===== config.mk =====
export PLATFORM = sky130hd
export DESIGN_NAME = apb_reg_bridge
export DESIGN_NICKNAME = d
export VERILOG_FILES = /design/src/rtl/apb_reg_pkg.sv /design/src/rtl/apb_reg_bridge_irq_edge_latch.sv /design/src/rtl/apb_reg_bridge.sv
export SDC_FILE = /design/constraint.sdc
export NUM_CORES = 1
export LEC_CHECK = 0
export CAP_MARGIN = 30
export CORE_AREA = 2 2 72 74
export DETAILED_ROUTE_END_ITERATION = 16
export DIE_AREA = 0 0 74 76
export DONT_BUFFER_PORTS = 1
export PLACE_DENSITY = 0.54
export SYNTH_ARGS = -nofsm -noshare
export SYNTH_HDL_FRONTEND = slang
export SYNTH_SLANG_ARGS = --single-unit

===== constraint.sdc =====
create_clock -name clk -period 1.7 [get_ports clk]
set_input_delay 0.085 -clock clk [delete_from_list [all_inputs] [get_ports clk]]
set_output_delay 0.085 -clock clk [all_outputs]
set_load 0.03 [all_outputs]

===== src/rtl/apb_reg_pkg.sv =====
// Shared types and register map for the APB bridge in front of the counter register block.
package apb_reg_pkg;

    typedef enum logic [2:0] {
        ST_IDLE = 3'd0,
        ST_WR   = 3'd1,
        ST_RD1  = 3'd2,
        ST_RD2  = 3'd3,
        ST_ERR  = 3'd4
    } state_t;

    localparam logic [9:0] CTRL_ADDR  = 10'h000;
    localparam logic [9:0] COUNT_ADDR = 10'h004;

    localparam int CTRL_START_BIT = 0;
    localparam int CTRL_CLR_BIT   = 1;

endpackage


===== src/rtl/apb_reg_bridge_irq_edge_latch.sv =====
// Sticky overflow interrupt: sets on a sampled rising edge of overflow, cleared by a
// control-register clear command; a set in the same cycle as a clear takes priority.
module irq_edge_latch (
    input  logic clk,
    input  logic rst_n,
    input  logic overflow,
    input  logic clr,
    output logic irq
);

    logic overflow_q;

    // Edge detect on overflow and set-priority sticky latch
    always_ff @(posedge clk or negedge rst_n) begin
        if (!rst_n) begin
            overflow_q <= 1'b0;
            irq        <= 1'b0;
        end else begin
            overflow_q <= overflow;
            if (overflow && !overflow_q) begin
                irq <= 1'b1;
            end else if (clr) begin
                irq <= 1'b0;
            end else begin
                irq <= irq;
            end
        end
    end

endmodule


===== src/rtl/apb_reg_bridge.sv =====
// APB3 slave front-end turning transfers into single-cycle register strobes.
// Define APB_ADDR_CHECK_EN to reject unmapped addresses and writes to COUNT_ADDR with pslverr.
module apb_reg_bridge
    import apb_reg_pkg::*;
#(
    parameter int ADDR_W = 10,
    parameter int DATA_W = 32
) (
    input  logic              clk,
    input  logic              rst_n,
    input  logic              psel,
    input  logic              penable,
    input  logic              pwrite,
    input  logic [ADDR_W-1:0] paddr,
    input  logic [DATA_W-1:0] pwdata,
    output logic [DATA_W-1:0] prdata,
    output logic              pready,
    output logic              pslverr,
    output logic              wr_en,
    output logic              rd_en,
    output logic [ADDR_W-1:0] addr,
    output logic [DATA_W-1:0] wdata,
    input  logic [DATA_W-1:0] rdata,
    input  logic              overflow,
    output logic              irq
);

    localparam logic [ADDR_W-1:0] CTRL_A = ADDR_W'(CTRL_ADDR);

    state_t state_r;
    logic   addr_ok_s;
    logic   clr_s;

`ifdef APB_ADDR_CHECK_EN
    localparam logic [ADDR_W-1:0] COUNT_A = ADDR_W'(COUNT_ADDR);

    // Only the control register is writable; the count register is read-only
    always_comb begin
        addr_ok_s = 1'b0;
        if (paddr == CTRL_A) begin
            addr_ok_s = 1'b1;
        end else if ((paddr == COUNT_A) && !pwrite) begin
            addr_ok_s = 1'b1;
        end else begin
            addr_ok_s = 1'b0;
        end
    end

    assign pslverr = (state_r == ST_ERR);
`else
    assign addr_ok_s = 1'b1;
    assign pslverr   = 1'b0;
`endif

    assign pready = (state_r == ST_WR) || (state_r == ST_RD2) || (state_r == ST_ERR);
    assign prdata = (state_r == ST_RD2) ? rdata : {DATA_W{1'b0}};

    // Transfer sequencer with registered strobes and held address/data
    always_ff @(posedge clk or negedge rst_n) begin
        if (!rst_n) begin
            state_r <= ST_IDLE;
            wr_en   <= 1'b0;
            rd_en   <= 1'b0;
            addr    <= {ADDR_W{1'b0}};
            wdata   <= {DATA_W{1'b0}};
        end else begin
            wr_en <= 1'b0;
            rd_en <= 1'b0;
            case (state_r)
                ST_IDLE: begin
                    // A bare access phase without setup is ignored
                    if (psel && !penable) begin
                        addr  <= paddr;
                        wdata <= pwdata;
                        if (!addr_ok_s) begin
                            state_r <= ST_ERR;
                        end else if (pwrite) begin
                            state_r <= ST_WR;
                            wr_en   <= 1'b1;
                        end else begin
                            state_r <= ST_RD1;
                            rd_en   <= 1'b1;
                        end
                    end else begin
                        state_r <= ST_IDLE;
                    end
                end
                ST_WR:   state_r <= ST_IDLE;
                ST_RD1:  state_r <= psel ? ST_RD2 : ST_IDLE;
                ST_RD2:  state_r <= ST_IDLE;
                ST_ERR:  state_r <= ST_IDLE;
                default: state_r <= ST_IDLE;
            endcase
        end
    end

    // The clear command is taken from the held write data while the write strobe is high
    assign clr_s = wr_en && (addr == CTRL_A) && wdata[CTRL_CLR_BIT];

    irq_edge_latch u_irq (
        .clk      (clk),
        .rst_n    (rst_n),
        .overflow (overflow),
        .clr      (clr_s),
        .irq      (irq)
    );

endmodule


==> run metrics <==
status=completed; Core ar.=approximately 0.0049 sq mm; Clock transition at path regs=about 0.080 ns; antenna cells=0; row count=26; Clock Sinks=48; CTS tree=yes; routed via count=~1400; Ys Warns=0; Global Route Usage Sum=0.171; number of DRC markers in iteration 0=37; slowest cell delay on critical path=~0.59 ns; die height=76 um; DR DRC count=0; vias per cell=5.13; Max clock buf depth=2; startpoint types=register; Wirelength per Cell=17.6 um; Root Driver=clkbuf_8; maximum vdd drop=0.550 mV; IO buf count=0; period utilization=0.894; Seq pwr share=0.633; setup TNS=0 ns; Syn Nets=approximately 230; first-pass detailed-route iteration total=4; Syn Inst Count=approximately 150; pwr dens=between 1000 and 1500 mW/mm^2; Net Sw Frac=0.373; Reg area=about 0.0012 sq mm; # IOs=159; CTS Buf Count=5; Final Power=about 0.0031 W; layout cell share with drive strength beyond 1=0.285; Starting Density=0.421; CP required=1.93 ns; fillers=~400; Clock Latency Late Sink=just under 0.3 ns; slowest stage cell, crit path=dlygate4sd3_1; Leakage Power=1.24 nW; min Tclk post-route=1.52 ns; RSZ-0062 raised after global routing=false; library cells used by synthesis=18; Final Slew Violations=0; Setup Fix Bufs, Post-CTS=0; post-route ant nets=0; CP arrival=approximately 1.8 ns; sequential area share after synthesis=0.580; Hold WC Path Type=input pin to register; placer congestion estimate=0.682; number of hold violations in the final report=0; CP delay by family, top=buffers and inverters; Combinational Power Share=0.148; f_max=658 MHz; Internal=between 0.0015 and 0.002 W; die width=approximately 74 um; max-cap violations=0; Syn Std Cell Area=between 0.002 and 0.0025 sq mm; Final Skew=about 0.0076 ns; NumNets Final=approximately 280; Multi-input gate area=a little under 800 sq um; HPWL after DPL=3.20 mm; Syn-to-layout area delta=31.5%; H-tree lvl count=2; clock network power share=0.220; vias in the first global route=between 1000 and 1500; die area=0.00562 sq mm; Synth Register Bits=48; initial antenna violation count=0; final wirelength=4.74 mm; Syn Area/Cell=13.6 sq um; Crit Path Max Fanout=35; largest net degree at the start of global routing=49; Crit. End Element=register; Final Setup Violations=0; critical path, cell by cell=buf_4, nor4_1, dlygate4sd3_1; Crit Path Class=register to register; worst path bufs/invs=2; grt total ovfl=0; first-pass GRT wire length=7.53 mm; Switch Pwr=0.00118 W
## sequential cells by signal (all words and copies together), names as in the netlist
register	cells
addr	10
rd_en	1
state_r	2
u_irq.irq	1
u_irq.overflow_q	1
wdata	32
wr_en	1
## kinds of logic (layout without fill, tap and decap cells)
group	count (synthesis)	after routing	share of synthesized area
flip-flops	48	48	0.580
AND/OR/NAND/NOR	44	44	0.138
multiplexers	42	42	0.229
buffers and inverters	15	63	0.0441
AO/OA/AOI/OAI	2	2	0.00665
other	1	1	0.00181
## stage by stage
step / worst slack, ns / utilization / hold WS (ns) / area (sq um) / std cells
6_report: 0.181 / 0.554 / 0.215 / 2720 / 270
5_1_grt: 0.104 / 0.554 / 0.220 / 2720 / 270
3_5_place_dp: 0.227 / 0.431 / -0.210 / 2120 / 213
4_1_cts: 0.175 / 0.554 / 0.217 / 2720 / 270
2_1_floorplan: 0.219 / - / -0.211 / 2070 / 152
3_3_place_gp: 0.292 / 0.431 / -0.210 / 2120 / 213
## what timing repair did
item	in CTS	in global routing
hold endpoints to repair	96	0
gates resized for setup	0	0
hold buffers	49	0
## cell type report
cell class | count | share of cell area
clock buffer | 6 | 0.0303
clock inverter | 2 | 0.00552
inverter | 2 | 0.00276
multi-input combinational | 89 | 0.286
sequential | 48 | 0.441
tap | 70 | 0.0322
timing repair buffer | 53 | 0.202
## cells in the mapped netlist
library cell  number  area (sq um)
nor4b_1            2          17.5
clkbuf_2           1          5.00
conb_1             1          3.75
a21oi_1            1          5.00
and2_1             1          6.26
nor2_1             4          15.0
nor3_4             1          16.3
nand2b_4           1          13.8
buf_4              1          7.51
nand3_1            1          5.00
mux2_2            42           473
dfrtp_1           48          1200
inv_1              2          7.51
and3_1            32           200
a22o_1             1          8.76
clkbuf_1           7          26.3
buf_6              4          45.0
nor4_1             2          12.5
## metal layers
metal / wire [um] / GRT usage
met3: 342 / 0.0542
met2: 2520 / 0.298
met4: 47 / 0.0327
met5: 0 / 0
met1: 1830 / 0.203
## power by group through the flow
stage	Combinational (W)	Clock (W)	Sequential, W
final	0.000464	0.000691	0.00199
after global routing	0.000509	0.000779	0.00202
after CTS	0.000467	0.000718	0.00199
after detailed placement	0.000351	0	0.00201
after global placement	0.000323	0	0.00201
after floorplan	0.000312	0	0.00196
## layout by cell type (no fill, tap or decap), types with 2 or more instances in the layout
cell and count:
and3_1 32, buf_4 3, clkbuf_8 6, clkinvlp_4 2, dfrtp_1 48, dlygate4sd3_1 48
inv_1 2, mux2_2 42, nor2_1 4, nor4_1 2, nor4b_1 2
## worst register-to-register path: cells and delay by family (launching register included)
kind          cells  cell delay, ns
buf+inv           2            0.82
simple gates      1            0.23
flops             1            0.42
## final timing paths
kind	startpoint	end	slack, ns	cells after the start
max in group asynchronous	rst_n	addr[3]	1.20	2
min in group asynchronous	rst_n	wdata[6]	0.30	2
min	penable	wr_en	0.22	3
max	state_r[1]	rd_en	0.18	3
min reg2reg	u_irq.overflow_q	u_irq.irq	0.57	2
max reg2reg	state_r[1]	rd_en	0.18	3
(Power assumes the default switching activity.)
